$ cat config.mk
export PLATFORM = sky130hd
export DESIGN_NAME = gen_lane_pipe
export DESIGN_NICKNAME = d
export VERILOG_FILES = /design/src/rtl/gen_lane_pkg.sv /design/src/rtl/gen_lane_stage.sv /design/src/rtl/gen_lane_pipe.sv
export SDC_FILE = /design/constraint.sdc
export NUM_CORES = 1
export LEC_CHECK = 0
export CAP_MARGIN = 20
export CORE_ASPECT_RATIO = 1.2
export CORE_MARGIN = 3
export CORE_UTILIZATION = 29
export CTS_CLUSTER_SIZE = 8
export DETAILED_ROUTE_END_ITERATION = 10
export PLACE_DENSITY_LB_ADDON = 0.05
export SLEW_MARGIN = 5
export SYNTH_ARGS = -nofsm -noshare
export SYNTH_HDL_FRONTEND = slang
export SYNTH_HIERARCHICAL = 1
export SYNTH_SLANG_ARGS = --single-unit
$ cat constraint.sdc
create_clock -name clk -period 2.3 [get_ports clk]
set_input_delay 0.46 -clock clk [delete_from_list [all_inputs] [get_ports clk]]
set_output_delay 0.46 -clock clk [all_outputs]
set_load 0.01 [all_outputs]
$ cat src/rtl/gen_lane_pkg.sv
// Shared constants and helpers for the gen_lane_pipe delay array.
package gen_lane_pkg;

  localparam int unsigned SIG_W        = 64;
  localparam int unsigned MISR_TAP_HI  = 63;
  localparam int unsigned MISR_TAP_MID = 2;
  localparam int unsigned MISR_TAP_LO  = 0;

  // Even lanes take depth_even stages, odd lanes depth_odd.
  function automatic int unsigned depth_of(input int unsigned lane,
                                           input int unsigned depth_even,
                                           input int unsigned depth_odd);
    return (lane % 2 == 0) ? depth_even : depth_odd;
  endfunction

endpackage

$ cat src/rtl/gen_lane_stage.sv
// One lane: DEPTH-stage registered shift pipeline of WIDTH data bits plus a valid bit.
module gen_lane_stage
  import gen_lane_pkg::*;
#(
  parameter int unsigned WIDTH = 1,
  parameter int unsigned DEPTH = 1
) (
  input  logic             clk,
  input  logic             rst,
  input  logic             en,
  input  logic             flush,
  input  logic             in_valid,
  input  logic [WIDTH-1:0] in_data,
  output logic [WIDTH-1:0] out_data,
  output logic             out_valid,
  output logic [WIDTH-1:0] tap_data
);

  logic [WIDTH-1:0] data_q [DEPTH];
  logic [DEPTH-1:0] valid_q;

  // Clear beats advance; data is captured even when in_valid is low.
  always_ff @(posedge clk) begin
    if (rst || flush) begin
      for (int unsigned k = 0; k < DEPTH; k++) begin
        data_q[k] <= '0;
      end
      valid_q <= '0;
    end else if (en) begin
      data_q[0]  <= in_data;
      valid_q[0] <= in_valid;
      for (int unsigned k = 1; k < DEPTH; k++) begin
        data_q[k]  <= data_q[k-1];
        valid_q[k] <= valid_q[k-1];
      end
    end
  end

  assign out_data  = data_q[DEPTH-1];
  assign out_valid = valid_q[DEPTH-1];
  assign tap_data  = data_q[0];

endmodule

$ cat src/rtl/gen_lane_pipe.sv
// Multi-lane delay array with per-parity depth and first-stage taps.
// Optional 64-bit output MISR when GEN_LANE_SIG_EN is defined.
module gen_lane_pipe
  import gen_lane_pkg::*;
#(
  parameter int unsigned LANES      = 4,
  parameter int unsigned WIDTH      = 1,
  parameter int unsigned DEPTH_EVEN = 1,
  parameter int unsigned DEPTH_ODD  = 2
) (
  input  logic                   clk,
  input  logic                   rst,
  input  logic                   en,
  input  logic                   flush,
  input  logic                   in_valid,
  input  logic [LANES*WIDTH-1:0] in_data,
  output logic [LANES*WIDTH-1:0] out_data,
  output logic [LANES-1:0]       out_valid,
  output logic [LANES*WIDTH-1:0] tap_data,
  output logic [SIG_W-1:0]       sig
);

  for (genvar i = 0; i < LANES; i++) begin : g_lane
    if (i % 2 == 0) begin : g_even
      gen_lane_stage #(.WIDTH(WIDTH), .DEPTH(DEPTH_EVEN)) u_stage (
        .clk      (clk),
        .rst      (rst),
        .en       (en),
        .flush    (flush),
        .in_valid (in_valid),
        .in_data  (in_data[i*WIDTH +: WIDTH]),
        .out_data (out_data[i*WIDTH +: WIDTH]),
        .out_valid(out_valid[i]),
        .tap_data (tap_data[i*WIDTH +: WIDTH])
      );
    end else begin : g_odd
      gen_lane_stage #(.WIDTH(WIDTH), .DEPTH(DEPTH_ODD)) u_stage (
        .clk      (clk),
        .rst      (rst),
        .en       (en),
        .flush    (flush),
        .in_valid (in_valid),
        .in_data  (in_data[i*WIDTH +: WIDTH]),
        .out_data (out_data[i*WIDTH +: WIDTH]),
        .out_valid(out_valid[i]),
        .tap_data (tap_data[i*WIDTH +: WIDTH])
      );
    end
  end

`ifdef GEN_LANE_SIG_EN
  logic [SIG_W-1:0] sig_q;
  logic             misr_fb;

  assign misr_fb = sig_q[MISR_TAP_HI] ^ sig_q[MISR_TAP_MID] ^ sig_q[MISR_TAP_LO];

  // Compresses pre-edge out/tap words; flush leaves the signature intact.
  always_ff @(posedge clk) begin
    if (rst) begin
      sig_q <= '0;
    end else if (!flush && en) begin
      sig_q <= {sig_q[SIG_W-2:0], misr_fb} ^ SIG_W'({out_data, tap_data});
    end
  end

  assign sig = sig_q;
`else
  assign sig = '0;
`endif

endmodule
==> results of run 1 <==
state kept, by name, summed over array words and instances (netlist names):
name                             count
g_lane.g_odd.u_stage/valid_q         4
g_lane.g_even.u_stage/data_q         2
g_lane.g_odd.u_stage/data_q          4
g_lane.g_even.u_stage/out_valid      2
through the flow:
step | cells | setup WS [ns] | cell area, um^2 | total power [mW] | hold WS, ns
final | 162 | 0.683 | 986 | 0.471 | 0.528
after global routing | 162 | 0.641 | 986 | 0.499 | 0.553
after CTS | 162 | 0.659 | 986 | 0.479 | 0.535
after detailed placement | 159 | 0.417 | 963 | 0.350 | 0.520
after global placement | 159 | 0.421 | 963 | 0.351 | 0.528
after floorplan | 168 | 1.20 | 1210 | 0.387 | 0.493
routing by layer:
metal | track usage [%] | up-vias
met1 | 7.26 | 237
met4 | 3.78 | 0
met2 | 10.3 | 46
li1 | - | 257
met3 | 2.23 | 2
met5 | 0 | -
cell families after synthesis:
group / after synthesis / share of synthesized area (%)
buf+inv: 66 / 51.1
flops: 12 / 31.0
mux: 6 / 6.19
other cells: 1 / 0.387
simple gates: 20 / 11.4
final cells by class:
cell class                 count  area, um^2
clock buffer                   3        22.5
fill                         348        2150
multi-input combinational     90         410
sequential                    12         300
tap                           36        45.0
timing repair buffer          21         208
cells in the final DEF, fill, tap and decap left out:
cell	netlist	layout
sky130_fd_sc_hd__nor3_1	8	8
sky130_fd_sc_hd__mux2i_1	6	6
sky130_fd_sc_hd__and3_2	4	4
sky130_fd_sc_hd__dfxtp_1	6	6
sky130_fd_sc_hd__clkdlybuf4s50_1	0	20
sky130_fd_sc_hd__nand2_1	2	2
sky130_fd_sc_hd__or3_1	4	4
sky130_fd_sc_hd__clkbuf_4	0	3
sky130_fd_sc_hd__buf_4	66	1
sky130_fd_sc_hd__nor2_1	2	2
sky130_fd_sc_hd__edfxtp_1	6	6
sky130_fd_sc_hd__conb_1	1	64
power groups by stage:
stage                     Combinational (mW)  Sequential (mW)  Clock, mW
after floorplan                        0.142            0.245          0
after global placement                 0.110            0.241          0
after detailed placement               0.108            0.242          0
after CTS                              0.109            0.237      0.134
after global routing                   0.122            0.237      0.140
final                                  0.111            0.236      0.124
cell usage after synthesis:
cell / count
sky130_fd_sc_hd__nand2_1: 2
sky130_fd_sc_hd__or3_1: 4
sky130_fd_sc_hd__nor3_1: 8
sky130_fd_sc_hd__and3_2: 4
sky130_fd_sc_hd__dfxtp_1: 6
sky130_fd_sc_hd__edfxtp_1: 6
sky130_fd_sc_hd__nor2_1: 2
sky130_fd_sc_hd__conb_1: 1
sky130_fd_sc_hd__buf_4: 66
sky130_fd_sc_hd__mux2i_1: 6
final timing paths:
check,start,endpoint,slack (ns),cells after the start
setup / recovery,g_lane[1].g_odd.u_stage/data_q[0][0]$_SDFFCE_PN0P_,tap_data[1],0.68,1
hold / removal,g_lane[0].g_even.u_stage/out_valid$_SDFFE_PP0P_,g_lane[0].g_even.u_stage/out_valid$_SDFFE_PP0P_,0.53,2
setup reg to reg,g_lane[1].g_odd.u_stage/data_q[0][0]$_SDFFCE_PN0P_,g_lane[1].g_odd.u_stage/data_q[0][1]$_SDFFCE_PN0P_,1.47,1
hold reg to reg,g_lane[0].g_even.u_stage/out_valid$_SDFFE_PP0P_,g_lane[0].g_even.u_stage/out_valid$_SDFFE_PP0P_,0.53,2
==> impl_metrics.csv, run 1 <==
group,metric,value,unit
status,run_status,"completed",
routing,wl_met1,468,um
global_routing,first_global_vias,420,
sta,finClkSkew,0.00211,ns
cts,h-tree-depth,1,
logic_synthesis,synth_largest_type_area_fraction,51.1,%
logic_synthesis,synth.avg_cell_area,9.24,um^2
setup_path,cp_data_required_time,1.84,ns
pwr,vdd_ir_drop_max,0.162,mV
cts,tritoncts_num_sinks,12,
die,fp.dieW,58.8,um
cells_and_area,layout-drive-gt1-share,6.35,%
global_routing,grt_util_all_layers,6.48,%
sta,setup_total_negative_slack,0,ns
setup_path,critical_path_arrival,1.16,ns
cts,root_buffer,"sky130_fd_sc_hd__clkbuf_4",
sta,setup_viol,0,
setup_path,cp-start-kind,"flop",
sta,period_minus_slack,1.62,ns
routing,detailroute.via_count,542,
die,core_area,0.00314,mm^2
sta,finalHoldViolations,0,
cts,cts-hold-fix-buffers,0,
logic_synthesis,syn-instance-count,105,
pwr,switching_power,0.142,mW
logic_synthesis,area_of_the_mapped_netlist,970,um^2
cts,clock_insertion_delay_worst_skew,0.26,ns
setup_path,critPathCaptureType,"output pin",
cts,clkTransAtPathRegs,0.07,ns
cts,total_cts_buffers,3,
hold_path,worst_min_path_class,"flop to flop",
routing,top_signal_layer_used,"met4",
pwr,internal_portion_of_total_power,0.330,mW
logic_synthesis,synthDistinctLibCells,10,
setup_path,cp_max_fo,2,
die,num_io_pins,85,
routing,drt-vias-per-instance,3.35,
routing,met3RoutedLength,238,um
routing,routed_wire_length_per_instance,9.15,um
cells_and_area,layout-area-overhead-vs-synth,1.68,%
die,floorplan.initialDensity,30.9,%
logic_synthesis,synth_seq_cells,12,
routing,firstDrtPassIters,2,
die,die_height,69.3,um
setup_path,timing.critical_path.slowest_cell_delay,0.54,ns
routing,remaining_drc_errors,0,
setup_path,critical_path.n_buffers_inverters,1,
run,drv_cap,0,
cts,ctsLongestPathBuffers,2,
pwr,pwr-share-clk,26.4,%
placed_design,routabilityCongestion,0.563,
cells_and_area,antenna-diode-count,0,
sta,final-max-slew-violation-count,0,
pwr,pwr_density_cell,478,mW/mm^2
setup_path,cp_top_family,"buffers and inverters",
cts,postCtsResizedCells,0,
die,num_rows,22,
placed_design,port_buffers,20,
sta,grt_setup_unrepaired,"no",
setup_path,timing_worst_setup_path_type,"flop to output pin",
routing,dr.first_iter.drc_count,4,
routing,routed_wl,1.48,mm
sta,final_min_period_over_clock_period,70.3,%
placed_design,detailed_place_hpwl,1.20,mm
cts,cts_tree,"built",
sta,maximum_clock_rate,0.618,GHz
setup_path,critical_path_cell_with_the_highest_stage_delay,"sky130_fd_sc_hd__clkdlybuf4s50_1",
logic_synthesis,netlist.top_cell.by_area,"sky130_fd_sc_hd__buf_4",
logic_synthesis,yosysWarnings,6,
cells_and_area,final_core_util,31.4,%
global_routing,grt_first_pass_wirelength,2.03,mm
routing,drtAntennaViolNets,0,
global_routing,gr-total-overflow,0,
global_routing,grt_antenna_before_repair,0,
die,die_area,0.00408,mm^2
pwr,netSwitchingFraction,30.1,%
setup_path,crit_chain,"clkdlybuf4s50_1",
routing,detailroute.wirelength.met2,766,um
pwr,power.leakage,0.492,nW
global_routing,pin_count_of_the_biggest_net_entering_global_routing,15,
pwr,power_share_of_the_combinational_group,23.5,%
logic_synthesis,seq_area_frac_synth,31.0,%
cells_and_area,layout.nets,137,
cts,post_cts.repair.setup_buffers,0,
pwr,pwr-share-seq,50.1,%
logic_synthesis,ys_top_cells_by_area,"sky130_fd_sc_hd__buf_4 (51%), sky130_fd_sc_hd__edfxtp_1 (19%), sky130_fd_sc_hd__dfxtp_1 (12%)",
No activity file was read; power rests on OpenSTA's default activity.
==> run 2: changes to the inputs <==
--- a/config.mk
+++ b/config.mk
@@ -8,7 +8,7 @@
 export CAP_MARGIN = 20
 export CORE_ASPECT_RATIO = 1.2
 export CORE_MARGIN = 3
-export CORE_UTILIZATION = 29
+export CORE_UTILIZATION = 28
 export CTS_CLUSTER_SIZE = 8
 export DETAILED_ROUTE_END_ITERATION = 10
 export PLACE_DENSITY_LB_ADDON = 0.05
==> constraint.sdc (replaced) <==
create_clock -name clk -period 1.34 [get_ports clk]
set_input_delay 0.268 -clock clk [delete_from_list [all_inputs] [get_ports clk]]
set_output_delay 0.268 -clock clk [all_outputs]
set_load 0.01 [all_outputs]
==> impl_metrics.csv, run 2 (same netlist as run 1, synthesis figures left out) <==
group,metric,value,unit
sta,finalHoldViolations,0,
routing,drt-vias-per-instance,3.27,
cells_and_area,layout.cells.most_common,"sky130_fd_sc_hd__conb_1",
setup_path,timing.critical_path.slowest_cell_delay,0.56,ns
cells_and_area,layout-area-overhead-vs-synth,6.71,%
cells_and_area,layout.cells.most_common_list,"sky130_fd_sc_hd__conb_1 (64), sky130_fd_sc_hd__dlygate4sd2_1 (12), sky130_fd_sc_hd__buf_4 (9), sky130_fd_sc_hd__nor3_1 (8), sky130_fd_sc_hd__clkdlybuf4s50_1 (8)",
pwr,power.leakage,0.580,nW
sta,finalWorstSetupSlack,0.0936,ns
sta,period_minus_slack,1.25,ns
hold_path,worst_hold_path.num_cells,2,
placed_design,detailed_place_hpwl,1.32,mm
sta,setup_viol,0,
cts,cts_tree,"built",
routing,drtAntennaViolNets,0,
global_routing,first_global_vias,438,
routing,routed_wl,1.57,mm
global_routing,grt_util_all_layers,6.38,%
cts,post_cts.repair.setup_buffers,0,
sta,final-max-slew-violation-count,0,
global_routing,pin_count_of_the_biggest_net_entering_global_routing,10,
die,die_area,0.00421,mm^2
setup_path,timing.reg2reg.setup_slack,0.51,ns
placed_design,placement.setup.worst_slack,-0.211,ns
setup_path,critPathCaptureType,"flop",
die,num_io_pins,85,
run,drv_cap,0,
global_routing,gr-total-overflow,0,
die,core_area,0.00319,mm^2
routing,routed_wire_length_per_instance,9.16,um
hold_path,worst_min_path_class,"flop to flop",
routing,dr.first_iter.drc_count,7,
global_routing,grt_antenna_before_repair,0,
cts,h-tree-depth,1,
sta,finClkSkew,0.0000836,ns
setup_path,crit-reg2reg-launch,"g_lane[1].g_odd.u_stage/data_q[0][0]$_SDFFCE_PN0P_",
placed_design,routabilityCongestion,0.632,
cells_and_area,reg.largest.list,"g_lane.g_odd.u_stage/data_q: 4 flops, g_lane.g_odd.u_stage/valid_q: 4 flops",
global_routing,grt_first_pass_wirelength,2.05,mm
die,fp.dieW,59.7,um
setup_path,cp_max_fo,9,
cts,postCtsResizedCells,12,
sta,final_min_period_over_clock_period,93.0,%
setup_path,reg2regPathDepth,1,
pwr,pwr_density_cell,809,mW/mm^2
sta,grt_setup_unrepaired,"no",
routing,remaining_drc_errors,0,
setup_path,critical_path.reg2reg.endpoint,"g_lane[1].g_odd.u_stage/data_q[0][1]$_SDFFCE_PN0P_",
setup_path,cp_top_family,"buffers and inverters",
routing,firstDrtPassIters,3,
status,run_status,"completed",
setup_path,critical_path.n_buffers_inverters,1,
die,floorplan.initialDensity,30.4,%
cts,tritoncts_num_sinks,12,
die,num_rows,22,
setup_path,critical_path_cell_with_the_highest_stage_delay,"sky130_fd_sc_hd__clkdlybuf4s50_1",
cells_and_area,final_core_util,32.4,%
cells_and_area,layout.nets,145,
placed_design,port_buffers,20,
setup_path,cp_data_required_time,1.36,ns
cts,root_buffer,"sky130_fd_sc_hd__clkbuf_4",
cts,clock_insertion_delay_worst_skew,0.26,ns
cts,total_cts_buffers,3,
setup_path,critical_path_arrival,1.27,ns
cts,cts-hold-fix-buffers,0,
cts,clkTransAtPathRegs,0.08,ns
setup_path,cp-start-kind,"primary input",
pwr,fin_total_pwr,0.837,mW
cells_and_area,layout-drive-gt1-share,11.9,%
cells_and_area,final_design_area_no_fill,0.00103,mm^2
placed_design,post_dp_cell_area,0.00102,mm^2
hold_path,min-delay-start,"g_lane[2].g_even.u_stage/out_valid$_SDFFE_PP0P_",
sta,maximum_clock_rate,0.802,GHz
setup_path,crit_chain,"clkdlybuf4s50_1 > or3_1",
cells_and_area,antenna-diode-count,0,
setup_path,timing_worst_setup_path_type,"primary input to flop",
pwr,vdd_ir_drop_max,0.283,mV
die,die_height,70.5,um
hold_path,min_delay_worst_endpoint,"g_lane[2].g_even.u_stage/out_valid$_SDFFE_PP0P_",
cts,ctsLongestPathBuffers,2,
routing,detailroute.via_count,559,
-- run 2: cell count changes in the layout (fill, tap and decap cells not counted), sizes merged --
| cell | previous run | this run |
|---|---|---|
| clkbuf | 3 | 4 |
| dlygate4sd2 | 0 | 12 |
| buf | 1 | 9 |
| clkdlybuf4s50 | 20 | 8 |
-- run 2: worst max-delay path by stage --
stage | endpoint | cells past startpoint | start
detailed placement | g_lane[3].g_odd.u_stage/data_q[0][0]$_SDFFCE_PN0P_ | 2 | flush
global placement | g_lane[3].g_odd.u_stage/data_q[0][0]$_SDFFCE_PN0P_ | 2 | flush
global route | g_lane[1].g_odd.u_stage/data_q[0][0]$_SDFFCE_PN0P_ | 2 | flush
finish | g_lane[3].g_odd.u_stage/data_q[0][0]$_SDFFCE_PN0P_ | 2 | flush
floorplan | g_lane[1].g_odd.u_stage/data_q[0][0]$_SDFFCE_PN0P_ | 1 | en
CTS | g_lane[3].g_odd.u_stage/data_q[0][1]$_SDFFCE_PN0P_ | 2 | flush
-- run 2: final cells by class --
cell class | count | area (um^2)
well taps | 36 | 45.0
multi-input cells | 90 | 410
repair buffers | 29 | 253
clock buffers | 4 | 26.3
fillers | 356 | 2160
flip-flops and latches | 12 | 300
-- run 2: metrics by stage --
step / cells / TNS (ns) / hold slack [ns]
floorplan: 168 / 0 / 0.345
global placement: 167 / -2.09 / 0.518
detailed placement: 167 / -2.39 / 0.514
CTS: 171 / 0 / 0.527
finish: 171 / 0 / 0.520
global route: 171 / 0 / 0.555
-- run 2: report_power, final --
| part | switching (mW) | leakage, nW | internal, mW | total (mW) |
|---|---|---|---|---|
| registers | 0.00559 | 0.118 | 0.399 | 0.405 |
| logic | 0.132 | 0.447 | 0.0655 | 0.197 |
| clock network | 0.120 | 0.0150 | 0.115 | 0.235 |
| total | 0.257 | 0.580 | 0.580 | 0.837 |
-- run 2: layer usage --
layer  vias to the layer above  GRT usage (%)  part of all wire, %
li1                        273              -                    -
met2                        43           10.9                   52
met4                         0           2.22                    0
met1                       243           6.83                   32
met5                         -              0                    0
met3                         0           2.59                   16
==> run 3: changes to the inputs <==
--- a/config.mk
+++ b/config.mk
@@ -7,7 +7,7 @@
 export LEC_CHECK = 0
 export CAP_MARGIN = 20
 export CORE_ASPECT_RATIO = 1.2
-export CORE_MARGIN = 3
+export CORE_MARGIN = 2
 export CORE_UTILIZATION = 28
 export CTS_CLUSTER_SIZE = 8
 export DETAILED_ROUTE_END_ITERATION = 10
==> impl_metrics.csv, run 3 (same netlist as run 1, synthesis figures left out) <==
group,metric,value,unit
status,run_status,"completed",
cells_and_area,layout-drive-gt1-share,11.9,%
setup_path,critPathCaptureType,"flop",
hold_path,worst_min_path_class,"flop to flop",
cts,clock_insertion_delay_worst_skew,0.23,ns
pwr,vdd_ir_drop_max,0.435,mV
placed_design,detailed_place_hpwl,1.29,mm
setup_path,timing.critical_path.slowest_cell_delay,0.53,ns
placed_design,port_buffers,20,
sta,final.hold.worst_slack,0.515,ns
routing,remaining_drc_errors,0,
sta,grt_setup_unrepaired,"no",
global_routing,grt_first_pass_wirelength,1.97,mm
cts,root_buffer,"sky130_fd_sc_hd__clkbuf_8",
routing,drt-vias-per-instance,3.30,
die,num_io_pins,85,
setup_path,critical_path_cell_with_the_highest_stage_delay,"sky130_fd_sc_hd__clkdlybuf4s50_1",
setup_path,reg2regPathDepth,1,
setup_path,cp_top_family,"buffers and inverters",
setup_path,crit-reg2reg-launch,"g_lane[1].g_odd.u_stage/data_q[0][0]$_SDFFCE_PN0P_",
routing,firstDrtPassIters,3,
die,num_rows,23,
routing,routed_wire_length_per_instance,8.81,um
pwr,pwr_density_cell,888,mW/mm^2
setup_path,cp_data_required_time,1.32,ns
setup_path,timing.reg2reg.setup_slack,0.52,ns
cts,ctsLongestPathBuffers,2,
setup_path,cp_max_fo,9,
setup_path,critical_path.n_buffers_inverters,1,
setup_path,timing_worst_setup_path_type,"primary input to flop",
die,floorplan.initialDensity,29.0,%
setup_path,crit_chain,"clkdlybuf4s50_1 > or3_1",
sta,final_min_period_over_clock_period,94.9,%
sta,finClkSkew,0.000210,ns
global_routing,first_global_vias,429,
cts,total_cts_buffers,3,
cts,tritoncts_num_sinks,12,
cts,h-tree-depth,1,
routing,dr.first_iter.drc_count,4,
sta,final-max-slew-violation-count,0,
setup_path,critical_path.reg2reg.endpoint,"g_lane[1].g_odd.u_stage/data_q[0][1]$_SDFFCE_PN0P_",
sta,setup_viol,0,
routing,routed_wl,1.52,mm
routing,drtAntennaViolNets,0,
cells_and_area,final_core_util,31.7,%
hold_path,min_delay_worst_endpoint,"g_lane[0].g_even.u_stage/out_valid$_SDFFE_PP0P_",
hold_path,worst_hold_path.num_cells,2,
die,core_area,0.00334,mm^2
cells_and_area,layoutNonFillerInstCount,172,
placed_design,routabilityCongestion,0.610,
sta,finalHoldViolations,0,
cells_and_area,layout.cells.most_common,"sky130_fd_sc_hd__conb_1",
cells_and_area,reg.largest.list,"g_lane.g_odd.u_stage/data_q: 4 flops, g_lane.g_odd.u_stage/valid_q: 4 flops",
global_routing,grt_util_all_layers,6.81,%
cts,cts-hold-fix-buffers,0,
cts,cts_tree,"built",
die,fp.dieW,57.7,um
global_routing,grt_antenna_before_repair,0,
cells_and_area,layout-area-overhead-vs-synth,9.03,%
cells_and_area,layout.cells.most_common_list,"sky130_fd_sc_hd__conb_1 (64), sky130_fd_sc_hd__dlygate4sd2_1 (12), sky130_fd_sc_hd__buf_4 (9), sky130_fd_sc_hd__nor3_1 (8), sky130_fd_sc_hd__clkdlybuf4s50_1 (7)",
placed_design,placed_instances,168,
die,die_area,0.00395,mm^2
routing,detailroute.via_count,568,
pwr,power.leakage,0.597,nW
global_routing,pin_count_of_the_biggest_net_entering_global_routing,10,
setup_path,cp-start-kind,"primary input",
die,die_height,68.5,um
sta,period_minus_slack,1.27,ns
global_routing,gr-total-overflow,0,
hold_path,min-delay-start,"g_lane[0].g_even.u_stage/out_valid$_SDFFE_PP0P_",
cells_and_area,layout.nets,145,
cts,clkTransAtPathRegs,0.05,ns
setup_path,critical_path_arrival,1.25,ns
sta,setup_total_negative_slack,0,ns
sta,maximum_clock_rate,0.787,GHz
cells_and_area,antenna-diode-count,0,
run,drv_cap,0,
run 3: changes by cell type in the layout (fill, tap and decap cells not counted), sizes merged:
| cell | change |
|---|---|
| clkdlybuf4s50 | -1 |
| dlymetal6s2s | +1 |
run 3: repair_timing:
action,CTS,global route
resized for setup,12,1
buffers inserted,0,0
setup endpoints to repair,12,2
run 3: how the worst max path moves through the flow:
stage | start | end | slack (ns) | depth (start not counted)
final | en | g_lane[1].g_odd.u_stage/data_q[0][1]$_SDFFCE_PN0P_ | 0.07 | 2
after global placement | rst | g_lane[1].g_odd.u_stage/data_q[0][1]$_SDFFCE_PN0P_ | -0.16 | 2
after CTS | flush | g_lane[1].g_odd.u_stage/data_q[0][1]$_SDFFCE_PN0P_ | 0.06 | 2
after detailed placement | en | g_lane[1].g_odd.u_stage/data_q[0][1]$_SDFFCE_PN0P_ | -0.19 | 2
after global routing | en | g_lane[1].g_odd.u_stage/data_q[0][1]$_SDFFCE_PN0P_ | 0.002 | 2
after floorplan | en | g_lane[1].g_odd.u_stage/data_q[0][0]$_SDFFCE_PN0P_ | 0.43 | 1
run 3: per-stage QoR:
stage / area (um^2) / worst slack, ns / power (mW)
global route: 1060 / 0.00211 / 0.993
CTS: 1050 / 0.0623 / 0.955
global placement: 1020 / -0.164 / 0.618
finish: 1060 / 0.0686 / 0.939
floorplan: 1210 / 0.429 / 0.665
detailed placement: 1020 / -0.189 / 0.618
run 3: routing by layer:
| metal | global-route usage, % | share of wire [%] | wire length (um) |
|---|---|---|---|
| met5 | 0 | 0 | 0 |
| met4 | 3.49 | 0 | 0 |
| met3 | 2.84 | 13 | 201 |
| met2 | 12.6 | 55 | 832 |
| met1 | 6.38 | 32 | 481 |
run 3: report_power, final:
group	internal [mW]	switching [mW]	leakage, nW
Clock	0.209	0.128	0.0228
Sequential	0.400	0.00534	0.118
Combinational	0.0651	0.130	0.456
run 3: layout make-up:
cell class	count	area [um^2]
Fill cell	376	2280
Tap cell	37	46.3
Multi-Input combinational cell	90	410
Sequential cell	12	300
Clock buffer	4	45.0
Timing Repair Buffer	29	255
